File: src/rtl/sync_memory_pkg.sv
// Shared types for sync_memory: FSM state, response record and byte-enable merge.
// Widths are fixed at the largest supported word (64 bits); users slice down.
package sync_memory_pkg;

  localparam int MAX_DATA_WIDTH = 64;
  localparam int MAX_BE_WIDTH   = MAX_DATA_WIDTH / 8;

  typedef enum logic {
    CLEAR,
    RUN
  } state_t;

  typedef struct packed {
    logic [MAX_DATA_WIDTH-1:0] rdata;
    logic                      err;
  } rsp_t;

  // Replace the bytes of old_word selected by be with the matching bytes of wdata.
  function automatic logic [MAX_DATA_WIDTH-1:0] be_merge(
    input logic [MAX_DATA_WIDTH-1:0] old_word,
    input logic [MAX_DATA_WIDTH-1:0] wdata,
    input logic [MAX_BE_WIDTH-1:0]   be
  );
    logic [MAX_DATA_WIDTH-1:0] merged;
    merged = old_word;
    for (int i = 0; i < MAX_BE_WIDTH; i++) begin
      if (be[i]) merged[8*i +: 8] = wdata[8*i +: 8];
    end
    return merged;
  endfunction

endpackage

File: src/rtl/sync_memory.sv
// sync_memory: single-port word memory with valid/ready request and response
// channels, 1-cycle registered read, one-entry response register, error
// responses and a post-reset clear walker.
// Optional build macro SYNC_MEMORY_MISALIGN_EN: flag accesses whose low
// byte-offset bits are nonzero as errors instead of ignoring those bits.
//
// state | meaning
// CLEAR | walking the array writing zero, one word per cycle; requests blocked
// RUN   | serving requests
module sync_memory
  import sync_memory_pkg::*;
#(
  parameter int    DATA_WIDTH     = 32,
  parameter int    WORDS          = 128,
  parameter int    ADDR_WIDTH     = 32,
  parameter string MEM_INIT       = "",
  parameter int    CLEAR_ON_RESET = 1
) (
  input  logic                    clk,
  input  logic                    rst_n,
  input  logic                    req_valid,
  output logic                    req_ready,
  input  logic                    req_write,
  input  logic [ADDR_WIDTH-1:0]   req_addr,
  input  logic [DATA_WIDTH-1:0]   req_wdata,
  input  logic [DATA_WIDTH/8-1:0] req_be,
  output logic                    rsp_valid,
  input  logic                    rsp_ready,
  output logic [DATA_WIDTH-1:0]   rsp_rdata,
  output logic                    rsp_err,
  output logic                    busy
);

  localparam int BE_W   = DATA_WIDTH / 8;
  localparam int OFF    = $clog2(BE_W);
  localparam int IDX_W  = ADDR_WIDTH - OFF;
  localparam int MEM_AW = $clog2(WORDS);
  // A preloaded image must survive reset, so the walker is skipped when one is given.
  localparam bit     DO_CLEAR    = (CLEAR_ON_RESET != 0) && (MEM_INIT == "");
  localparam state_t RESET_STATE = DO_CLEAR ? CLEAR : RUN;

  logic [DATA_WIDTH-1:0] mem [WORDS];

  state_t                    state_q, state_d;
  logic [MEM_AW-1:0]         cnt_q, cnt_d;
  logic                      live_q;
  logic                      rsp_valid_q;
  rsp_t                      rsp_q, rsp_d;
  logic                      accept;
  logic [IDX_W-1:0]          idx;
  logic [MEM_AW-1:0]         mem_idx;
  logic                      in_range;
  logic                      bad_align;
  logic                      req_err;
  logic [MAX_DATA_WIDTH-1:0] old_wide, merged;
  logic                      mem_we;
  logic [MEM_AW-1:0]         mem_addr;
  logic [DATA_WIDTH-1:0]     mem_wdata;

  // State, clear counter and a one-shot flag that keeps req_ready low through reset.
  always_ff @(posedge clk or negedge rst_n) begin
    if (!rst_n) begin
      state_q <= RESET_STATE;
      cnt_q   <= '0;
      live_q  <= 1'b0;
    end else begin
      state_q <= state_d;
      cnt_q   <= cnt_d;
      live_q  <= 1'b1;
    end
  end

  // Next state, clear progress, busy and request backpressure.
  always_comb begin
    state_d   = state_q;
    cnt_d     = cnt_q;
    busy      = 1'b0;
    req_ready = 1'b0;
    case (state_q)
      CLEAR: begin
        busy = 1'b1;
        if (cnt_q == MEM_AW'(WORDS - 1)) begin
          state_d = RUN;
          cnt_d   = '0;
        end else begin
          cnt_d = cnt_q + 1'b1;
        end
      end
      RUN: req_ready = live_q && (!rsp_valid_q || rsp_ready);
    endcase
  end

  // Request decode, error classification and the single RAM write port mux.
  always_comb begin
    accept   = req_valid && req_ready;
    idx      = req_addr[ADDR_WIDTH-1:OFF];
    mem_idx  = idx[MEM_AW-1:0];
    in_range = idx < IDX_W'(WORDS);
`ifdef SYNC_MEMORY_MISALIGN_EN
    bad_align = |req_addr[OFF-1:0];
`else
    bad_align = 1'b0;
`endif
    req_err  = !in_range || bad_align;
    old_wide = MAX_DATA_WIDTH'(mem[mem_idx]);
    merged   = be_merge(old_wide, MAX_DATA_WIDTH'(req_wdata), MAX_BE_WIDTH'(req_be));

    rsp_d.err   = req_err;
    rsp_d.rdata = (!req_write && !req_err) ? old_wide : '0;

    if (state_q == CLEAR) begin
      mem_we    = 1'b1;
      mem_addr  = cnt_q;
      mem_wdata = '0;
    end else begin
      mem_we    = accept && req_write && !req_err;
      mem_addr  = mem_idx;
      mem_wdata = merged[DATA_WIDTH-1:0];
    end
  end

  // Array write port; no reset so it maps onto block RAM.
  always_ff @(posedge clk) begin
    if (mem_we) mem[mem_addr] <= mem_wdata;
  end

  // One-entry response register: loads on accept, empties when the consumer takes it.
  always_ff @(posedge clk or negedge rst_n) begin
    if (!rst_n) begin
      rsp_valid_q <= 1'b0;
      rsp_q       <= '0;
    end else if (accept) begin
      rsp_valid_q <= 1'b1;
      rsp_q       <= rsp_d;
    end else if (rsp_ready) begin
      rsp_valid_q <= 1'b0;
    end
  end

`ifdef SYNC_MEMORY_MISALIGN_EN
`ifndef SYNTHESIS
  // Report misaligned accesses in simulation.
  always_ff @(posedge clk) begin
    if (accept && bad_align) $display("sync_memory: misaligned access at 0x%0h", req_addr);
  end
`endif
`endif

  assign rsp_valid = rsp_valid_q;
  assign rsp_rdata = rsp_q.rdata[DATA_WIDTH-1:0];
  assign rsp_err   = rsp_q.err;

endmodule

File: config.mk
export PLATFORM = sky130hd
export DESIGN_NAME = sync_memory
export DESIGN_NICKNAME = d
export VERILOG_FILES = /design/src/rtl/sync_memory_pkg.sv /design/src/rtl/sync_memory.sv
export SDC_FILE = /design/constraint.sdc
export NUM_CORES = 2
export LEC_CHECK = 0
export ABC_AREA = 1
export CAP_MARGIN = 25
export CORE_ASPECT_RATIO = 0.9
export CORE_UTILIZATION = 41
export CTS_CLUSTER_SIZE = 24
export DETAILED_ROUTE_END_ITERATION = 8
export PLACE_DENSITY = 0.57
export SETUP_SLACK_MARGIN = 0.4
export SLEW_MARGIN = 5
export SYNTH_ARGS = -nofsm -noshare
export SYNTH_HDL_FRONTEND = slang
export SYNTH_SLANG_ARGS = --single-unit
File: constraint.sdc
create_clock -name clk -period 4.38 [get_ports clk]
set_input_delay 1.095 -clock clk [delete_from_list [all_inputs] [get_ports clk]]
set_output_delay 1.095 -clock clk [all_outputs]
set_load 0.02 [all_outputs]
==> After elaboration in Yosys (flattened, before gate mapping) <==
Memory sizes are Yosys's and may differ from the RTL's.
Cells that the tools add are included.
Widths: inputs -> output; s select.
{ "classes": {"n_reduce_logical": 10, "n_eq_ne": 1, "addsub": 1, "magnitude_cmp": 1, "muxes": 17} }
{ "ops": {"columns": ["op", "count"], "rows": [
  ["$mux 32", 2],
  ["$mux 8", 4],
  ["$lt 30x8->1 const B", 1],
  ["$mux 7", 2],
  ["$mux 1", 9],
  ["$add 7x1->7 const B", 1],
  ["$eq 7x7->1 const B", 1],
  ["$logic_and 1x1->1", 5],
  ["$logic_not 1->1", 3],
  ["$reduce_bool 2->1", 1],
  ["$logic_or 1x1->1", 1]
]} }
{ "word_totals": {"n_memories": 1, "ram_bits": 4096, "wordCells": 37, "reg_bits": 43} }
{ "mem_list": {"columns": ["name", "depth", "width", "rd", "rd_clocked_by_memory_dff", "wr", "line_no", "rtl"], "rows": [
  ["mem", 128, 32, 1, 0, 1, "sync_memory.sv:42", "logic [DATA_WIDTH-1:0] mem [WORDS];"]
]} }

==> Depth between registers and ports, before layout <==
{ "logic_depth": {"ltp_word": 10, "depth_mapped": 15, "depth_no_buf": 11} }

==> Worst setup path after synthesis <==
OpenSTA, ideal clock, no wires.
{ "synth_timing": {"path_kind": "input to register", "startpoint": "input req_addr[4]", "endpoint": "memory mem[0][11], data pin", "setup_time_ns": 0.486, "stages": 12, "t_arrival_ns": 3.711, "setup_slack_ns": 0.183, "cell_sequence": "buf_2 > inv_2 > buf_2 > buf_1 > nand3_1 > nand3_1 > nand3_1 > nand3_1 > nand3_1 > nand3_1 > nand2_1 > inv_1"} }
{ "synth_via": {"elab_chain_cells": 3} }
{ "synth_rtl": {"columns": ["element", "line_no", "rtl"], "rows": [
  ["start, declared", "sync_memory.sv:24", "input logic [ADDR_WIDTH-1:0] req_addr,"],
  ["$mem_v2 128x32", null, null],
  ["$mux 8", "sync_memory_pkg.sv:27", "if (be[i]) merged[8*i +: 8] = wdata[8*i +: 8];"],
  ["$mux 32", "sync_memory.sv:111", "if (state_q == CLEAR) begin"],
  ["net mem_wdata[11]", "sync_memory.sv:58", "logic [DATA_WIDTH-1:0] mem_wdata;"],
  ["end, declared", "sync_memory.sv:42", null]
]} }
The timed path passes the listed nets, and every way through them passes these cells.

==> Worst setup path in the final report <==
{ "layout_timing": {"startpoint": "register state_q", "endpoint": "output req_ready"} }
{ "layout_via": {"elab_chain_cells": 1} }
{ "layout_rtl": {"columns": ["element", "line_no", "rtl"], "rows": [
  ["start, declared", "sync_memory.sv:44", "state_t state_q, state_d;"],
  ["start signal, assigned", "sync_memory.sv:67", "state_q <= state_d;"],
  ["$mux 1", "sync_memory.sv:79", "case (state_q)"],
  ["end, declared", "sync_memory.sv:22", "output logic req_ready,"]
]} }
Every way passes these cells.

==> impl_metrics.tcl <==
set metrics [dict create \
    gp_congestion 0.848 \
    ant_nets 0 \
    ys_warn_count 0 \
    die_x_um 674 \
    grt_pass1_vias 104000 \
    cp-end-kind "primary output" \
    period_minus_slack_ns 3.78 \
    cts_resized 0 \
    hold_violations 0 \
    setup_ws_ns 0.597 \
    instances_no_fill 20200 \
    max_cap_viol_count 0 \
    grt_max_degree 90 \
    drt-pass1-iter-count 6 \
    cts_sinks 4139 \
    ctsRootBufferMaster "clkbuf_16" \
    multiInputGateArea_um2 38500 \
    postSynth.asyncResetShare_pct 1.04 \
    coreArea_um2 404000 \
    cts_buffers 420 \
    post_cts_buffers 0 \
    synth.cell_area_um2 167000 \
    drc 0 \
    rsz0062_at_grt "no" \
    syn_inst 13700 \
    die_y_um 607 \
    setup_viol 0 \
    status "completed" \
    via_count 112000 \
    power_leakage_nw 70.1 \
    hold_path.class "in2async" \
    track_usage_pct 25.0 \
    antenna_found_initial 12 \
    port_buffers 106 \
    cp_max_fo 18 \
    dp_slack_ns -0.115 \
    slew_headroom_pct 33.3 \
    cts_buffer_depth 4 \
    worstPathRequired_ns 3.28 \
    htree_levels 5 \
    crit_arrival_ns 2.69 \
    synth_cell_types 28 \
    worst_slew_pin_slew_ns 1.00 \
    crit_path_start_kind "flip-flop" \
    fill_cells 35000 \
    ios 109 \
    path_class "reg2out" \
    areaGrowthSynthToFinish_pct 19.5 \
    placementRows 221 \
    hpwl_mm 324 \
    ys_seq_area_share_pct 74.4 \
    cts_tree "done" \
    hold_buffers 0 \
    path_clk_slew_ns 0.06 \
    ys.flop_type "edfxtp_1" \
    clk_latency_ns 1.00 \
    synth_edf_count 4096 \
    overflow 0 \
    fin_crit_sh_pct 86.4 \
    drive_above_1_share_pct 13.0 \
    grt_pass1_wl_mm 747 \
    seqCellArea_um2 124000 \
    syn_area_per_cell_um2 12.1 \
    initial_core_util_pct 41.3 \
    wirelength_mm 519 \
    detail_route.wl_per_cell_um 25.7 \
    place_inst 19400 \
    max_freq_ghz 0.264 \
    avgViaCountPerCell 5.55 \
    drv_slew 0 \
    die_area_um2 409000 \
    nNetsFinal 14600 \
    ys_ff_latch 4139 \
    drt_first_iter_violations 12700 \
    syn_nets 13800 \
    clock_skew_ns 0.0633 \
    ir_worst_vdd_mv 0.341 \
    power_density_nw_per_um2 417 \
]
[worst max-delay path, cell delays in order (launching register included)]
cell and delay (ns):
dfrtp_1 0.32, buf_4 0.23, inv_2 0.21, nor2_1 0.28, clkdlybuf4s50_1 0.67
[synth_stat cells (2+ instances only)]
cell	instances	share of area (%)
nand2_1	4292	9.7
edfxtp_1	4096	74
nand3_1	4069	12
buf_2	513	1.5
nor2_1	222	0.50
buf_4	132	0.59
clkbuf_1	122	0.27
buf_1	110	0.25
inv_1	62	0.14
buf_6	48	0.32
dfrtp_1	43	0.65
o21ai_0	8	0.024
xor2_1	4	0.021
a21oi_1	3	0.0090
nor3_1	3	0.0090
nor4_1	3	0.011
inv_2	2	0.0045
nand4_1	2	0.0075
[sequential cells by signal, summed over array words and instances (netlist names)]
| signal | count |
|---|---|
| mem | 4096 |
| rsp_rdata | 32 |
| cnt_q | 7 |
| live_q | 1 |
| rsp_err | 1 |
| rsp_valid | 1 |
| state_q | 1 |
[cells in the final DEF (no fill, tap or decap), drive strengths merged, types with 4 or more instances in the layout]
| cell | netlist | routed |
|---|---|---|
| bufinv | 0 | 38 |
| nand2 | 4293 | 4293 |
| inv | 66 | 48 |
| nand3 | 4069 | 4069 |
| nor2 | 222 | 222 |
| edfxtp | 4096 | 4096 |
| xor2 | 4 | 4 |
| clkbuf | 122 | 516 |
| clkinv | 1 | 188 |
| a21oi | 4 | 4 |
| diode | 0 | 10 |
| o21ai | 8 | 8 |
| dfrtp | 43 | 43 |
| clkdlybuf4s50 | 0 | 98 |
| clkinvlp | 0 | 42 |
| buf | 803 | 1167 |
[through the flow]
stage	area, um2	hold slack (ns)	power (mW)	utilization (%)	TNS [ns]
after detailed placement	186000	0.465	48.6	46.1	-27.00
after floorplan	167000	0.461	46.4	-	0
after global routing	199000	0.273	85.2	49.4	0
after global placement	186000	0.465	48.6	46.1	-22.90
after CTS	199000	0.224	83.5	49.4	0
final	199000	0.273	83.1	49.4	0
[where the power goes]
group | total, mW | switching, mW | internal, mW
Combinational | 4.99 | 3.36 | 1.63
Clock | 35.2 | 15.1 | 20.1
Sequential | 42.8 | 0.0000781 | 42.8
Total | 83.1 | 18.5 | 64.6
[cells by family (layout without fill, tap and decap cells)]
family / Yosys count / in the layout / share of synthesized area (%)
compound gates: 12 / 12 / 0.0383
xor+xnor: 5 / 5 / 0.0263
fa+ha+maj: 1 / 1 / 0.00750
buf+inv: 992 / 2097 / 3.13
flops: 4139 / 4139 / 74.4
other cells: 1 / 11 / 0.00225
simple gates: 8594 / 8594 / 22.4
[metal layers]
layer,GRT usage (%),wire (um),share of wire [%]
met3,3.15,40000,7.7
met4,9.17,21100,4.1
met1,35.9,221000,43
met5,0,0,0
met2,39.0,237000,46
[cell type report]
| class | count | share of cell area [%] |
|---|---|---|
| Tap cell | 5352 | 3.36 |
| Clock buffer | 516 | 5.55 |
| Timing Repair Buffer | 1265 | 8.16 |
| Multi-Input combinational cell | 8613 | 19.3 |
| Clock inverter | 249 | 1.12 |
| Inverter | 67 | 0.218 |
| Sequential cell | 4139 | 62.3 |
| Antenna cell | 10 | 0.0126 |
[worst paths after layout]
| path | start | to | slack, ns | depth (start not counted) |
|---|---|---|---|---|
| max | state_q | req_ready | 0.60 | 4 |
| min | rst_n | rsp_rdata[31] | 0.27 | 1 |
| max reg2reg | state_q | mem[49][31] | 1.32 | 10 |
| min reg2reg | rsp_rdata[26] | rsp_rdata[26] | 0.48 | 2 |
| max in group asynchronous | rst_n | rsp_rdata[11] | 3.33 | 2 |
| min in group clk | rsp_rdata[26] | rsp_rdata[26] | 0.48 | 2 |
(Power assumes the default switching activity.)
